### config.mk
export PLATFORM = sky130hd
export DESIGN_NAME = sram_frame_arbiter
export DESIGN_NICKNAME = d
export VERILOG_FILES = /design/src/rtl/paint_pkg.sv /design/src/rtl/pixel_wr_fifo.sv /design/src/rtl/sram_frame_arbiter.sv
export SDC_FILE = /design/constraint.sdc
export NUM_CORES = 1
export LEC_CHECK = 0
export CAP_MARGIN = 20
export CORE_MARGIN = 2
export CORE_UTILIZATION = 35
export CTS_CLUSTER_DIAMETER = 120
export DETAILED_ROUTE_END_ITERATION = 7
export GPL_ROUTABILITY_DRIVEN = 0
export PLACE_DENSITY_LB_ADDON = 0.12
export SYNTH_ARGS = -nofsm -noshare
export SYNTH_HDL_FRONTEND = slang
export SYNTH_SLANG_ARGS = --single-unit
export TNS_END_PERCENT = 10
### constraint.sdc
create_clock -name Clk -period 5.97 [get_ports Clk]
set_input_delay 0.8955 -clock Clk [delete_from_list [all_inputs] [get_ports Clk]]
set_output_delay 0.8955 -clock Clk [all_outputs]
set_load 0.05 [all_outputs]
### src/rtl/paint_pkg.sv
// Shared types and helpers for the frame-SRAM arbiter: pixel-write entry, arbiter state, word addressing.
// Two pixels per 16-bit word: even x in [15:8], odd x in [7:0].
package paint_pkg;

    localparam int H_RES = 640;
    localparam int V_RES = 480;

    typedef struct packed {
        logic [9:0] x;
        logic [9:0] y;
        logic [7:0] c;
    } pix_wr_t;

    typedef enum logic [1:0] {
        IDLE,
        DISP_RD,
        PIX_WR,
        CLR_WR
    } arb_state_t;

    function automatic logic [17:0] word_addr(input logic [9:0] x, input logic [9:0] y);
        return {x[9:1], y[8:0]};
    endfunction

endpackage

### src/rtl/pixel_wr_fifo.sv
// Synchronous FIFO of pixel-write entries, combinational head read; 1-cycle push-to-visible latency.
// Push is refused when full unless a pop happens in the same cycle; pop on empty is ignored.
module pixel_wr_fifo
    import paint_pkg::*;
#(
    parameter int DEPTH = 4
) (
    input  logic    clk,
    input  logic    reset,
    input  logic    push,
    input  pix_wr_t push_dat,
    input  logic    pop,
    output pix_wr_t pop_dat,
    output logic    full,
    output logic    empty
);
    localparam int AW = $clog2(DEPTH);

    pix_wr_t       mem [DEPTH];
    logic [AW-1:0] wr_ptr;
    logic [AW-1:0] rd_ptr;
    logic [AW:0]   count;
    logic          do_push;
    logic          do_pop;

    assign empty   = (count == '0);
    assign full    = (count == (AW+1)'(DEPTH));
    assign do_pop  = pop && !empty;
    assign do_push = push && (!full || do_pop);
    assign pop_dat = mem[rd_ptr];

    always_ff @(posedge clk) begin
        if (do_push) begin
            mem[wr_ptr] <= push_dat;
        end
    end

    always_ff @(posedge clk) begin
        if (reset) begin
            wr_ptr <= '0;
            rd_ptr <= '0;
            count  <= '0;
        end else begin
            if (do_push) begin
                wr_ptr <= wr_ptr + 1'b1;
            end
            if (do_pop) begin
                rd_ptr <= rd_ptr + 1'b1;
            end
            case ({do_push, do_pop})
                2'b10:   count <= count + 1'b1;
                2'b01:   count <= count - 1'b1;
                default: count <= count;
            endcase
        end
    end

endmodule

### src/rtl/sram_frame_arbiter.sv
// Single owner of the async frame SRAM: scan-out reads, queued pixel writes and a clear-screen fill.
// Display read data returns 2 cycles after disp_req; writes wait behind display, queue stalls via wr_ready.
module sram_frame_arbiter #(
    parameter int FIFO_DEPTH = 4,
    parameter int H_RES      = paint_pkg::H_RES,
    parameter int V_RES      = paint_pkg::V_RES
) (
    input  logic        Clk,
    input  logic        Reset,
    input  logic        disp_req,
    input  logic [17:0] disp_addr,
    output logic [15:0] disp_data,
    output logic        disp_valid,
    input  logic        wr_req,
    input  logic [9:0]  wr_x,
    input  logic [9:0]  wr_y,
    input  logic [7:0]  wr_color,
    output logic        wr_ready,
    input  logic        clr_start,
    input  logic [7:0]  clr_color,
    output logic        clr_busy,
    output logic        clr_done,
    output logic [19:0] SRAM_ADDR,
    output logic [15:0] SRAM_DQ_out,
    output logic        SRAM_DQ_oe,
    input  logic [15:0] SRAM_DQ_in,
    output logic        SRAM_CE_N,
    output logic        SRAM_OE_N,
    output logic        SRAM_WE_N,
    output logic        SRAM_UB_N,
    output logic        SRAM_LB_N
);
    import paint_pkg::*;

    localparam logic [8:0]  XW_LAST = 9'(H_RES / 2 - 1);
    localparam logic [8:0]  Y_LAST  = 9'(V_RES - 1);
    localparam logic [10:0] H_LIM   = 11'(H_RES);
    localparam logic [10:0] V_LIM   = 11'(V_RES);

    arb_state_t state;
    pix_wr_t    wr_ent;
    pix_wr_t    q_head;
    logic       q_full;
    logic       q_empty;
    logic       q_push;
    logic       q_pop;
    logic       in_range;
    logic       fill_grant;
    logic       clr_at_end;
    logic       clr_last;
    logic [8:0] clr_xw;
    logic [8:0] clr_y;
    logic [7:0] clr_c;

    assign wr_ready = !q_full && !clr_busy;
    assign in_range = ({1'b0, wr_x} < H_LIM) && ({1'b0, wr_y} < V_LIM);
    assign wr_ent   = '{x: wr_x, y: wr_y, c: wr_color};
    // Off-screen writes complete the handshake but never enter the queue.
    assign q_push   = wr_req && wr_ready && in_range;

    // clr_last marks the final fill write on the bus; no further fill grants while it retires.
    assign fill_grant = clr_busy && !clr_last && !disp_req;
    assign q_pop      = !disp_req && !fill_grant && !q_empty;
    assign clr_at_end = (clr_xw == XW_LAST) && (clr_y == Y_LAST);

    pixel_wr_fifo #(
        .DEPTH (FIFO_DEPTH)
    ) u_wr_fifo (
        .clk      (Clk),
        .reset    (Reset),
        .push     (q_push),
        .push_dat (wr_ent),
        .pop      (q_pop),
        .pop_dat  (q_head),
        .full     (q_full),
        .empty    (q_empty)
    );

    always_ff @(posedge Clk) begin
        if (Reset) begin
            state       <= IDLE;
            SRAM_ADDR   <= '0;
            SRAM_DQ_out <= '0;
            SRAM_DQ_oe  <= 1'b0;
            SRAM_CE_N   <= 1'b0;
            SRAM_OE_N   <= 1'b1;
            SRAM_WE_N   <= 1'b1;
            SRAM_UB_N   <= 1'b1;
            SRAM_LB_N   <= 1'b1;
            disp_data   <= '0;
            disp_valid  <= 1'b0;
            clr_busy    <= 1'b0;
            clr_done    <= 1'b0;
            clr_last    <= 1'b0;
            clr_xw      <= '0;
            clr_y       <= '0;
            clr_c       <= '0;
        end else begin
            SRAM_CE_N  <= 1'b0;
            clr_done   <= 1'b0;
            // The read driven last cycle has settled on the bus by this edge.
            disp_valid <= (state == DISP_RD);
            if (state == DISP_RD) begin
                disp_data <= SRAM_DQ_in;
            end

            if (disp_req) begin
                state      <= DISP_RD;
                SRAM_ADDR  <= {2'b00, disp_addr};
                SRAM_DQ_oe <= 1'b0;
                SRAM_OE_N  <= 1'b0;
                SRAM_WE_N  <= 1'b1;
                SRAM_UB_N  <= 1'b0;
                SRAM_LB_N  <= 1'b0;
            end else if (fill_grant) begin
                state       <= CLR_WR;
                SRAM_ADDR   <= {2'b00, word_addr({clr_xw, 1'b0}, {1'b0, clr_y})};
                SRAM_DQ_out <= {clr_c, clr_c};
                SRAM_DQ_oe  <= 1'b1;
                SRAM_OE_N   <= 1'b1;
                SRAM_WE_N   <= 1'b0;
                SRAM_UB_N   <= 1'b0;
                SRAM_LB_N   <= 1'b0;
            end else if (q_pop) begin
                state       <= PIX_WR;
                SRAM_ADDR   <= {2'b00, word_addr(q_head.x, q_head.y)};
                SRAM_DQ_out <= {q_head.c, q_head.c};
                SRAM_DQ_oe  <= 1'b1;
                SRAM_OE_N   <= 1'b1;
                SRAM_WE_N   <= 1'b0;
                SRAM_UB_N   <= q_head.x[0];
                SRAM_LB_N   <= !q_head.x[0];
            end else begin
                state      <= IDLE;
                SRAM_DQ_oe <= 1'b0;
                SRAM_OE_N  <= 1'b1;
                SRAM_WE_N  <= 1'b1;
                SRAM_UB_N  <= 1'b1;
                SRAM_LB_N  <= 1'b1;
            end

            // Column-major fill: y runs fastest, word column xw advances at the bottom line.
            if (clr_last) begin
                clr_busy <= 1'b0;
                clr_last <= 1'b0;
                clr_done <= 1'b1;
            end else if (fill_grant) begin
                if (clr_at_end) begin
                    clr_last <= 1'b1;
                end else if (clr_y == Y_LAST) begin
                    clr_y  <= '0;
                    clr_xw <= clr_xw + 1'b1;
                end else begin
                    clr_y <= clr_y + 1'b1;
                end
            end else if (clr_start && !clr_busy) begin
                clr_busy <= 1'b1;
                clr_c    <= clr_color;
                clr_xw   <= '0;
                clr_y    <= '0;
            end
        end
    end

endmodule

======== Word level (Yosys, flattened, before mapping) ========
Memory sizes are Yosys's and may differ from the RTL's. A register that Yosys moved wholly into a read port is not among the register bits.
Index checks and enable logic that the tools add are counted.
storage, ports and cells
  latch bits .............................. 0
  flip-flop bits (word level) ............. 94
  input port bits ......................... 75
  output and inout port bits .............. 62
  bits in writable memories ............... 112
  word-level logic and storage cells ...... 106
  memories kept ........................... 1
  ROM bits ................................ 0
memory list
  name           words  bits a word  read ports  clocked after Yosys merged registers in  wr ports  RTL line             RTL
  u_wr_fifo.mem  4      28           1           1                                        1         pixel_wr_fifo.sv:19  pix_wr_t mem [DEPTH];
operators by class
  bitwise operators ....................... 3
  shift operators ......................... 0
  reduce and logical (&&, ||, !) cells .... 33
  $add $sub $neg .......................... 6
  multipliers ............................. 0
  mux-type cells .......................... 33
  eq/ne operators ......................... 8
  divide/modulo/power cells ............... 0
  order comparisons ....................... 2
operator list
  cell                  number
  $mux 9                7
  $mux 18               3
  $mux 16               2
  $add 9x1->9 const B   2
  $eq 9x9->1 const B    2
  $mux 1                16
  $logic_and 1x1->1     12
  $lt 10x10->1 const B  1
  $lt 10x9->1 const B   1
  $mux 2                4
  $logic_not 1->1       7
  $pmux 3 s2            1
  $reduce_and 3->1      2
  $reduce_bool 2->1     3
  $add 2x1->2 const B   2
  $eq 2x1->1 const B    2
  $reduce_and 2->1      2
  $reduce_and 4->1      1
  $reduce_or 2->1       2
  $add 3x1->3 const B   1
  $eq 3x3->1 const B    1
  $logic_not 3->1       1
  $not 1->1             3
  $reduce_bool 3->1     1
  other kinds (6)       6

======== Logic depth before layout (Yosys ltp) ========
Gate-level depths: netlist of run 1.
  depth in word-level cells ............... 11
  mapped depth ............................ 10
  mapped depth without buffers ............ 10

======== Cells and area by module ========
Synthesis of run 1 repeated with hierarchy kept, for this count alone.
second synthesis, totals
  cells, all modules ...................... 663
  area, all modules ....................... 8285.4 um2
by module, submodules not included
  module              seq. area each (um2)  area each (um2)  cells each  times used
  pixel_wr_fifo       3543.4                4579.4           200         1
  sram_frame_arbiter  1581.5                3706.1           463         1

======== Worst setup path before layout of run 1 ========
Ideal clock, no wire load.
  kind .................................... input to register
  from .................................... input port disp_req
  to ...................................... register u_wr_fifo.count[2]
  data arrival time ....................... 2.564 ns
  path slack .............................. 3.335 ns
  path buffers ............................ 1
  required time ........................... 5.900 ns
  stages .................................. 8
  library setup time ...................... 0.070 ns
  path through ............................ buf_2 nor3_2 ha_1 inv_1 fa_1 xor2_1 or3_1 a21oi_1
on the way
  word-level cells in the longest chain between the ends .. 10
  elaborated cells between the ends (all ways) .. 12
  those cells by class .................... eq/ne (2); mux (1); reduce/logical (9)
RTL lines
  what                                                    RTL line                                            RTL
  start: declaration                                      sram_frame_arbiter.sv:10                            input logic disp_req,
  $logic_not 1->1 *                                       sram_frame_arbiter.sv:62, sram_frame_arbiter.sv:63
  $logic_and 1x1->1                                       sram_frame_arbiter.sv:62                            assign fill_grant = clr_busy && !clr_last && !disp_req;
  $logic_not 1->1                                         sram_frame_arbiter.sv:63                            assign q_pop = !disp_req && !fill_grant && !q_empty;
  $logic_and 1x1->1 * (2 in a row)                        sram_frame_arbiter.sv:63
  $logic_and 1x1->1 *                                     pixel_wr_fifo.sv:28                                 assign do_pop = pop && !empty;
  via u_wr_fifo.do_pop                                    pixel_wr_fifo.sv:24                                 logic do_pop;
  $logic_or 1x1->1                                        pixel_wr_fifo.sv:29                                 assign do_push = push && (!full || do_pop);
  $logic_and 1x1->1                                       pixel_wr_fifo.sv:29
  $eq 2x1->1 / $eq 2x2->1 (equally long branches)         pixel_wr_fifo.sv:50                                 case ({do_push, do_pop})
  $pmux 3 s2 / $reduce_bool 2->1 (equally long branches)  -
  end signal: assignment                                  pixel_wr_fifo.sv:51                                 2'b10: count <= count + 1'b1;
  end signal: assignment                                  pixel_wr_fifo.sv:52                                 2'b01: count <= count - 1'b1;
  end signal: assignment                                  pixel_wr_fifo.sv:53                                 default: count <= count;
  end: declaration                                        pixel_wr_fifo.sv:22                                 logic [AW:0] count;
The timed path passes the listed nets; every way through them passes the cells marked *.
A chain may end at the register's enable or synchronous reset.

======== Worst setup path in the final report of run 1 ========
  from .................................... register u_wr_fifo.count[0]
  to ...................................... output port wr_ready
on the way
  word-level cells in the longest chain between the ends .. 3
RTL lines
  what               RTL line                  RTL
  $eq 3x3->1         pixel_wr_fifo.sv:27       assign full = (count == (AW+1)'(DEPTH));
  $logic_not 1->1    sram_frame_arbiter.sv:55  assign wr_ready = !q_full && !clr_busy;
  $logic_and 1x1->1  sram_frame_arbiter.sv:55
  end: declaration   sram_frame_arbiter.sv:18  output logic wr_ready,
Every way passes these cells.

==> results of run 1 <==
==> path summary, 6_finish.rpt <==
kind                           start             to  slack (ns)
setup / recovery  u_wr_fifo.count[0]       wr_ready        2.91
hold / removal         disp_data[13]  disp_data[13]        0.46
setup reg to reg            clr_last   SRAM_ADDR[9]        3.41
hold reg to reg        disp_data[13]  disp_data[13]        0.46
==> cells by family (layout without fill, tap and decap cells) <==
| family | count (synthesis) | count (layout) | synth area share |
|---|---|---|---|
| flip-flops | 196 | 196 | 0.6257 |
| AND/OR/NAND/NOR | 222 | 222 | 0.1358 |
| multiplexers | 28 | 28 | 0.07743 |
| AO/OA/AOI/OAI | 125 | 125 | 0.1012 |
| other | 1 | 3 | 0.0004688 |
| adder cells (fa/ha/maj) | 8 | 8 | 0.01345 |
| buffers and inverters | 64 | 189 | 0.04161 |
| XOR/XNOR | 4 | 4 | 0.004381 |
==> final cells by class <==
class	instances	area share
clock inverter	14	0.01405
sequential	196	0.4975
multi-input combinational	390	0.2652
timing repair buffer	144	0.1404
clock buffer	18	0.04265
inverter	13	0.004849
tap	285	0.03543
==> metal layers <==
layer / wire length [um] / vias up / track usage
met5: 0 / - / 0
met2: 8917 / 154 / 0.2590
met4: 367 / 0 / 0.06029
met1: 8967 / 2688 / 0.2253
li1: - / 2627 / -
met3: 1003 / 21 / 0.02758
==> where the power goes <==
part / leakage (nW) / internal (W) / switching [W]
sequential: 1.70 / 0.00147 / 0.0000430
combinational: 1.46 / 0.000198 / 0.000311
clock: 0.281 / 0.000556 / 0.000547
==> synthesized netlist by cell type, drive strengths merged (2+ instances only) <==
cell type / number / area (um2)
o211ai: 4 / 30.03
and3: 12 / 75.07
nand4: 5 / 37.53
a41o: 2 / 21.27
a211oi: 4 / 35.03
nand2b: 10 / 62.56
dfxtp: 88 / 1762
inv: 12 / 45.04
o21ai: 21 / 105.1
nor3: 32 / 170.2
mux4: 27 / 608.1
nor4: 2 / 12.51
and4: 2 / 17.52
xor2: 3 / 26.28
a41oi: 2 / 17.52
buf: 26 / 177.7
clkbuf: 25 / 106.4
o221ai: 3 / 26.28
and2: 2 / 12.51
o22ai: 9 / 56.30
o31a: 12 / 105.1
nor2: 42 / 157.7
nand2: 85 / 319.1
edfxtp: 108 / 3243
a21o: 3 / 23.77
nor2b: 4 / 25.02
a311oi: 4 / 35.03
or4: 2 / 15.01
or3: 4 / 25.02
ha: 7 / 87.58
nand3: 13 / 65.06
o2111a: 3 / 33.78
a31oi: 6 / 37.54
a21oi: 46 / 230.2
==> per-stage QoR <==
step / power (W) / std cells / utilization / instance area, um2 / hold WS [ns]
5_1_grt: 0.003245 / 1060 / 0.4472 / 10060 / 0.4787
3_3_place_gp: 0.002048 / 1027 / 0.4214 / 9482 / 0.4434
3_5_place_dp: 0.002054 / 1027 / 0.4214 / 9482 / 0.4515
4_1_cts: 0.003149 / 1059 / 0.4467 / 10050 / 0.4618
2_1_floorplan: 0.001867 / 650 / - / 8006 / 0.4364
6_report: 0.003127 / 1060 / 0.4472 / 10060 / 0.4583
==> registers in the layout, indices dropped and copies added, names as in the netlist, named ones only <==
| signal | count |
|---|---|
| SRAM_ADDR | 18 |
| SRAM_DQ_oe | 1 |
| SRAM_DQ_out | 8 |
| SRAM_LB_N | 1 |
| SRAM_OE_N | 1 |
| SRAM_UB_N | 1 |
| SRAM_WE_N | 1 |
| clr_busy | 1 |
| clr_c | 8 |
| clr_done | 1 |
| clr_last | 1 |
| clr_xw | 9 |
| clr_y | 9 |
| disp_data | 16 |
| disp_valid | 1 |
| state | 2 |
| u_wr_fifo.count | 3 |
| u_wr_fifo.mem | 108 |
| u_wr_fifo.rd_ptr | 2 |
| u_wr_fifo.wr_ptr | 2 |
==> worst max-delay path, stage by stage (launching register included) <==
cell and delay, ns:
dfxtp_1 0.41, nor2_1 0.07, a21o_1 0.22, inv_1 0.19, clkdlybuf4s50_1 0.85
==> flow_summary.json, run 1 <==
{
  "first_iter_violations": 415,
  "grt_pass1_vias": 5573,
  "hpwl_mm": 13.27,
  "setup_viol": 0,
  "grtUsageTotal": 0.1628,
  "seq_area_frac_synth": 0.6257,
  "multi_input_area_mm2": 0.002669,
  "period_needed_ns": 3.063,
  "cts_resized": 0,
  "critical_path_class": "register to primary output",
  "synthDistinctLibCells": 62,
  "hold_viol": 0,
  "syn_area_mm2": 0.007999,
  "syn_to_final_growth_pct": 25.81,
  "die_w_um": 155.2,
  "cts_hold_buf": 0,
  "maxCapViolCount": 0,
  "grt-ovfl-total": 0,
  "synthArstFlopShare": 0,
  "post_cts_buffers": 0,
  "synthFlopType": "edfxtp_1",
  "setup-tns-final_ns": 0,
  "clkTransAtPathRegs_ns": 0.07,
  "ant_nets": 0,
  "skew_ns": 0.01031,
  "min_period_over_period": 0.5131,
  "syn_area_per_cell_um2": 12.34,
  "start_kind": "register",
  "p_per_area_mw_per_mm2": 310.7,
  "syn_inst": 648,
  "die_area_mm2": 0.02408,
  "synth_edf_count": 108,
  "yosys_warnings": 0,
  "cts_tree": "done",
  "holdPathStages": 2,
  "core_area_mm2": 0.02250,
  "synth-seq-cells": 196,
  "crit_required_ns": 5.07,
  "worst_pin_slew_ns": 1.008,
  "cts_inserted_buffers": 17,
  "seqCellArea_mm2": 0.005006,
  "nFillCells": 2036,
  "status": "finished clean",
  "clk_path_buf_depth": 2,
  "routed_via_density": 5.179,
  "insertion_delay_ns": 0.43,
  "pre_cts_ws_ns": 2.473,
  "cp_max_fo": 7,
  "grt_max_degree": 37,
  "via_count": 5490,
  "grt_pass1_wl_mm": 30.33,
  "drv_slew": 0,
  "cp-end-kind": "primary output",
  "n_antenna_cell": 0,
  "wl_per_cell_um": 18.17,
  "min_path_type": "register to register",
  "cts_sinks": 196,
  "ir_drop_v": 0.0001647,
  "drt_first_pass_iters": 4,
  "r2r.worst_path.cells": 5,
  "drc": 0,
  "wl_mm": 19.26,
  "top_level_ports": 137,
  "cts-root-buf": "clkbuf_16",
  "max_freq_mhz": 326.5,
  "portBuffers": 133,
  "nNetsFinal": 845,
  "num_rows": 55,
  "start_util": 0.3555,
  "grt_setup_unrepaired": "false",
  "layout_commonest_cell": "clkdlybuf4s50_1",
  "layout-drive-gt1-share": 0.1058,
  "layout_common_cells": "clkdlybuf4s50_1, edfxtp_1, dfxtp_1",
  "arrival_ns": 2.17,
  "grt_antenna_before_repair": 0,
  "finalWorstSetupSlack_ns": 2.907,
  "floorplan.die.height_um": 155.2,
  "slew_headroom": 0.3266,
  "cts_htree_levels": 4,
  "leakage_nw": 3.437
}
(Power assumes the default switching activity.)
==> run 2, diff against run 1 <==
clock period = 2.65 ns   (was 5.97 ns; I/O delays follow)
==> run 2 against run 1 <==
- count of clock-buffer cells in the layout down 1
- critical path depth down 3
- via count up 1.7%
- clock power up 130%
- wire length up 0.99%
- sequential share of layout area down 0.83 points
- clock skew about the same
- critical path type unchanged
- largest power group unchanged
- hold slack worse by 0.056 ns
- critical endpoint is now clr_busy
- highest routed layer unchanged
- total power up 130%
- die area unchanged
- sequential cell count unchanged
==> flow_summary.json, run 2 (same netlist as run 1, synthesis figures left out) <==
{
  "num_rows": 55,
  "p_switching_w": 0.002053,
  "ir_drop_v": 0.0002896,
  "path_cells": "clkdlybuf4s50_1",
  "grt_setup_unrepaired": "false",
  "p_int_w": 0.005043,
  "cp_max_fo": 10,
  "cts_sinks": 196,
  "hold_viol": 0,
  "die_area_mm2": 0.02408,
  "dp_cells": 1048,
  "leakage_nw": 3.544,
  "grt-ovfl-total": 0,
  "grt_antenna_before_repair": 0,
  "top_level_ports": 137,
  "arrival_ns": 1.87,
  "holdPathStages": 2,
  "first_iter_violations": 361,
  "layout-drive-gt1-share": 0.1296,
  "period_needed_ns": 2.264,
  "post_cts_buffers": 0,
  "layout_common_cells": "clkdlybuf4s50_1, edfxtp_1, dfxtp_1",
  "min_period_over_period": 0.8545,
  "power_frac_seq": 0.476,
  "crit_family": "buffers and inverters",
  "core_area_mm2": 0.02250,
  "grt_max_degree": 45,
  "p_clk_frac": 0.352,
  "largest_register_ffs": 108,
  "cpMaxStageDelayCell": "clkdlybuf4s50_1",
  "die_w_um": 155.2,
  "grt_pass1_wl_mm": 30.86,
  "pre_cts_ws_ns": -0.01232,
  "critical_path_class": "register to primary output",
  "clkTransAtPathRegs_ns": 0.07,
  "slew_headroom": 0.4983,
  "nNetsFinal": 865,
  "start_kind": "register",
  "ant_nets": 0,
  "cts_inserted_buffers": 17,
  "max_freq_mhz": 441.6,
  "r2r_end": "SRAM_DQ_out[7]",
  "finalNonFillerCells": 1080,
  "p_per_area_mw_per_mm2": 693.3,
  "layout_commonest_cell": "clkdlybuf4s50_1",
  "crit_buf_inv": 1,
  "setup-tns-final_ns": 0,
  "min_path_type": "input port to register",
  "top_register": "u_wr_fifo.mem",
  "via_count": 5585,
  "cts_tree": "done",
  "cts_htree_levels": 4,
  "grt_pass1_vias": 5720,
  "r2r_slack_ns": 0.49,
  "sw_frac_of_total": 0.2894,
  "start_util": 0.3555,
  "wl_per_cell_um": 18.01,
  "n_antenna_cell": 0,
  "portBuffers": 133,
  "cts-root-buf": "clkbuf_16",
  "clk_path_buf_depth": 2,
  "status": "finished clean",
  "grtUsageTotal": 0.1653,
  "syn_to_final_growth_pct": 27.95,
  "hpwl_mm": 13.46,
  "setup_viol": 0,
  "hold_path_end": "u_wr_fifo.count[0]",
  "skew_ns": 0.01068,
  "wl_mm": 19.45,
  "power_w": 0.007096,
  "cts_hold_buf": 0,
  "crit_required_ns": 2.25,
  "drc": 0,
  "critPathMaxStageDelay_ns": 0.88,
  "pwr-share-comb": 0.171,
  "final_util": 0.4548,
  "routed_via_density": 5.171,
  "finalWorstSetupSlack_ns": 0.3857,
  "rr_startpoint": "clr_busy",
  "floorplan.die.height_um": 155.2,
  "min_from": "Reset",
  "insertion_delay_ns": 0.43,
  "reg_top3": "u_wr_fifo.mem x108, SRAM_ADDR x18, disp_data x16",
  "worst_pin_slew_ns": 0.7526,
  "drt_first_pass_iters": 5,
  "maxCapViolCount": 0,
  "r2r.worst_path.cells": 4,
  "drv_slew": 0,
  "cp-end-kind": "primary output",
  "cts_resized": 0
}
[run 2: stage by stage]
stage / area (um2) / hold WS (ns)
after floorplan: 8006 / 0.4364
after global placement: 9652 / 0.4440
after detailed placement: 9652 / 0.4504
after CTS: 10230 / 0.3813
after global routing: 10230 / 0.4078
final: 10230 / 0.4021
[run 2: how the worst max path moves through the flow]
stage,start,endpoint,slack [ns],depth (start not counted)
finish,clr_busy,clr_busy,0.39,1
global placement,wr_y[5],u_wr_fifo.count[2],0.07,11
CTS,u_wr_fifo.count[0],wr_ready,0.05,4
global route,clr_busy,SRAM_DQ_out[9],0.24,4
floorplan,clr_busy,u_wr_fifo.count[2],0.21,9
detailed placement,wr_y[6],u_wr_fifo.count[2],-0.01,11
[run 2: worst register-to-register path, stage by stage (launching register included)]
cell,delay (ns)
dfxtp_1,0.55
nand2b_1,0.44
a21oi_1,0.76
o21ai_0,0.20
a21oi_1,0.14
[run 2: cell type report]
cell class	instances	area [um2]
Sequential cell	196	5006
Tap cell	285	356.6
Timing Repair Buffer	164	1574
Clock inverter	15	155.1
Fill cell	2020	12270
Clock buffer	17	425.4
Multi-Input combinational cell	390	2669
Inverter	13	48.80
[run 2: per-layer routing]
| metal | share of wire | wire (um) | vias up | track usage |
|---|---|---|---|---|
| met5 | 0 | 0 | - | 0 |
| met4 | 0.019 | 365 | 0 | 0.05155 |
| met3 | 0.043 | 828 | 27 | 0.03203 |
| met2 | 0.47 | 9163 | 134 | 0.2671 |
| met1 | 0.47 | 9090 | 2750 | 0.2268 |
| li1 | - | - | 2674 | - |
[run 2: power by group through the flow]
stage,registers [W],logic [W],clock network (W)
after floorplan,0.00368,0.000527,0
after global placement,0.00345,0.00121,0
after detailed placement,0.00345,0.00122,0
after CTS,0.00338,0.00122,0.00257
after global routing,0.00339,0.00130,0.00269
final,0.00338,0.00122,0.00250
==> run 3, diff against run 2 <==
CELL_PAD_IN_SITES_DETAIL_PLACEMENT = 1   (was not set)
CELL_PAD_IN_SITES_GLOBAL_PLACEMENT = 2   (was not set)
CORE_UTILIZATION = 32   (was 35)
REMOVE_ABC_BUFFERS = 1   (was not set)
==> run 3 against run 2 <==
- non-clock buffer count grew 3
- sequential power is essentially flat
- first-iteration DRC count grew 23%
- clock power grew 5%
- critical endpoint is now u_wr_fifo.count[2]
- largest cell class unchanged
==> flow_summary.json, run 3 (same netlist as run 1, synthesis figures left out) <==
{
  "status": "finished clean",
  "layout_common_cells": "clkdlybuf4s50_1, edfxtp_1, dfxtp_1",
  "pwr-share-comb": 0.168,
  "cts_htree_levels": 4,
  "p_int_w": 0.005127,
  "drc": 0,
  "cts_sinks": 196,
  "maxCapViolCount": 0,
  "hold_viol": 0,
  "crit_required_ns": 3.01,
  "cts_tree": "done",
  "grt_setup_unrepaired": "false",
  "dpl-instance-area_mm2": 0.009736,
  "crit_buf_inv": 3,
  "postLayoutCellArea_mm2": 0.01035,
  "reg_top3": "u_wr_fifo.mem x108, SRAM_ADDR x18, disp_data x16",
  "grt_antenna_before_repair": 0,
  "grt_pass1_vias": 5980,
  "seqCellArea_mm2": 0.005006,
  "slew_headroom": 0.5561,
  "power_frac_seq": 0.469,
  "top_register": "u_wr_fifo.mem",
  "via_count": 5556,
  "insertion_delay_ns": 0.43,
  "skew_ns": 0.01030,
  "drt_first_pass_iters": 4,
  "period_needed_ns": 2.220,
  "ir_drop_v": 0.0004034,
  "start_util": 0.3270,
  "layout-drive-gt1-share": 0.1341,
  "critPathMaxStageDelay_ns": 0.54,
  "top_level_ports": 137,
  "grtUsageTotal": 0.1723,
  "cts-root-buf": "clkbuf_16",
  "clk_path_buf_depth": 2,
  "cp-end-kind": "register",
  "ant_nets": 0,
  "layout_commonest_cell": "clkdlybuf4s50_1",
  "syn_to_final_growth_pct": 29.44,
  "worst_pin_slew_ns": 0.6658,
  "grt-ovfl-total": 0,
  "max_freq_mhz": 450.4,
  "min_path_type": "input port to register",
  "die_w_um": 162.1,
  "wl_mm": 21.85,
  "hpwl_mm": 15.70,
  "largest_register_ffs": 108,
  "die_area_mm2": 0.02628,
  "cp_max_fo": 5,
  "setup_viol": 0,
  "path_cells": "clkdlybuf4s50_1, o21ai_0, nand3_1, nor2_1, inv_1, ha_1, inv_1, fa_1, xor2_1, or3_1, a21oi_1",
  "num_rows": 57,
  "nFillCells": 2598,
  "cts_inserted_buffers": 17,
  "start_kind": "input port",
  "first_iter_violations": 443,
  "n_antenna_cell": 0,
  "multi_input_area_mm2": 0.002669,
  "drv_slew": 0,
  "routed_via_density": 4.952,
  "leakage_nw": 3.583,
  "portBuffers": 133,
  "floorplan.die.height_um": 162.1,
  "clkTransAtPathRegs_ns": 0.08,
  "cts_hold_buf": 0,
  "setup-tns-final_ns": 0,
  "critical_path_class": "input port to register",
  "arrival_ns": 2.58,
  "crit_family": "buffers and inverters",
  "cpMaxStageDelayCell": "clkdlybuf4s50_1",
  "core_area_mm2": 0.02446,
  "p_switching_w": 0.002118,
  "grt_pass1_wl_mm": 34.61,
  "sw_frac_of_total": 0.2923,
  "wl_per_cell_um": 19.47,
  "cp_common_cell": "inv_1",
  "p_per_area_mw_per_mm2": 699.7,
  "grt_max_degree": 44,
  "min_period_over_period": 0.8378,
  "nNetsFinal": 868,
  "p_clk_frac": 0.363
}
==> run 3: changes by cell type in the layout (fill, tap and decap cells not counted), sizes merged <==
cell	previous run	this run
buf	32	35
clkinv	8	6
clkbuf	17	18
inv	19	20
==> run 3: worst paths after layout <==
kind,start,to,slack (ns),cells after the start
worst max-delay path,wr_x[8],u_wr_fifo.count[2],0.43,11
worst min-delay path,Reset,state[0],0.44,2
worst max register to register,u_wr_fifo.count[0],u_wr_fifo.count[2],0.55,10
worst min register to register,disp_data[8],disp_data[8],0.46,2
==> run 3: worst reg2reg max path: cells and delay by family, from the launching register on <==
kind / cells / cell delay (ns)
AOI/OAI and AO/OA: 2 / 0.35
buffers and inverters: 2 / 0.11
DFF: 1 / 0.36
and+or+nand+nor: 3 / 0.51
adders and majority gates: 2 / 0.54
xor gates and xnor gates: 1 / 0.16
==> run 3: final cells by class <==
cell class | count | area share
flip-flops and latches | 196 | 0.4835
multi-input cells | 390 | 0.2578
repair buffers | 167 | 0.1554
clock buffers | 18 | 0.04350
well taps | 324 | 0.03915
clock inverters | 14 | 0.01595
inverters | 13 | 0.004713
==> run 3: power by group through the flow <==
| stage | clock (W) | sequential (W) | combinational (W) |
|---|---|---|---|
| 6_report | 0.00263 | 0.00339 | 0.00122 |
| 5_1_grt | 0.00283 | 0.00341 | 0.00131 |
| 4_1_cts | 0.00270 | 0.00340 | 0.00123 |
| 3_5_place_dp | 0 | 0.00347 | 0.00123 |
| 3_3_place_gp | 0 | 0.00346 | 0.00121 |
| 2_1_floorplan | 0 | 0.00376 | 0.000379 |
==> run 3: through the flow <==
step	hold WS, ns	utilization	total power [W]	std cells	setup WS [ns]
2_1_floorplan	0.4304	-	0.004139	599	-0.02509
3_3_place_gp	0.4414	0.3980	0.004675	1090	0.07471
3_5_place_dp	0.4492	0.3980	0.004698	1090	-0.02833
4_1_cts	0.4217	0.4232	0.007336	1122	0.02761
5_1_grt	0.4555	0.4233	0.007552	1122	0.2496
6_report	0.4374	0.4233	0.007245	1122	0.4297
==> run 3: what timing repair did <==
item	4_1_cts	5_1_grt
gates resized for setup	0	1
setup buffers	0	0
endpoints found under the setup margin	0	1
endpoints found under the hold margin	0	0
==> run 3: layer usage <==
layer / wire length, um / share of wire / GRT usage
met5: 0 / 0 / 0
met4: 175 / 0.0080 / 0.03741
met2: 10810 / 0.49 / 0.2944
met3: 742 / 0.034 / 0.02988
met1: 10120 / 0.46 / 0.2306
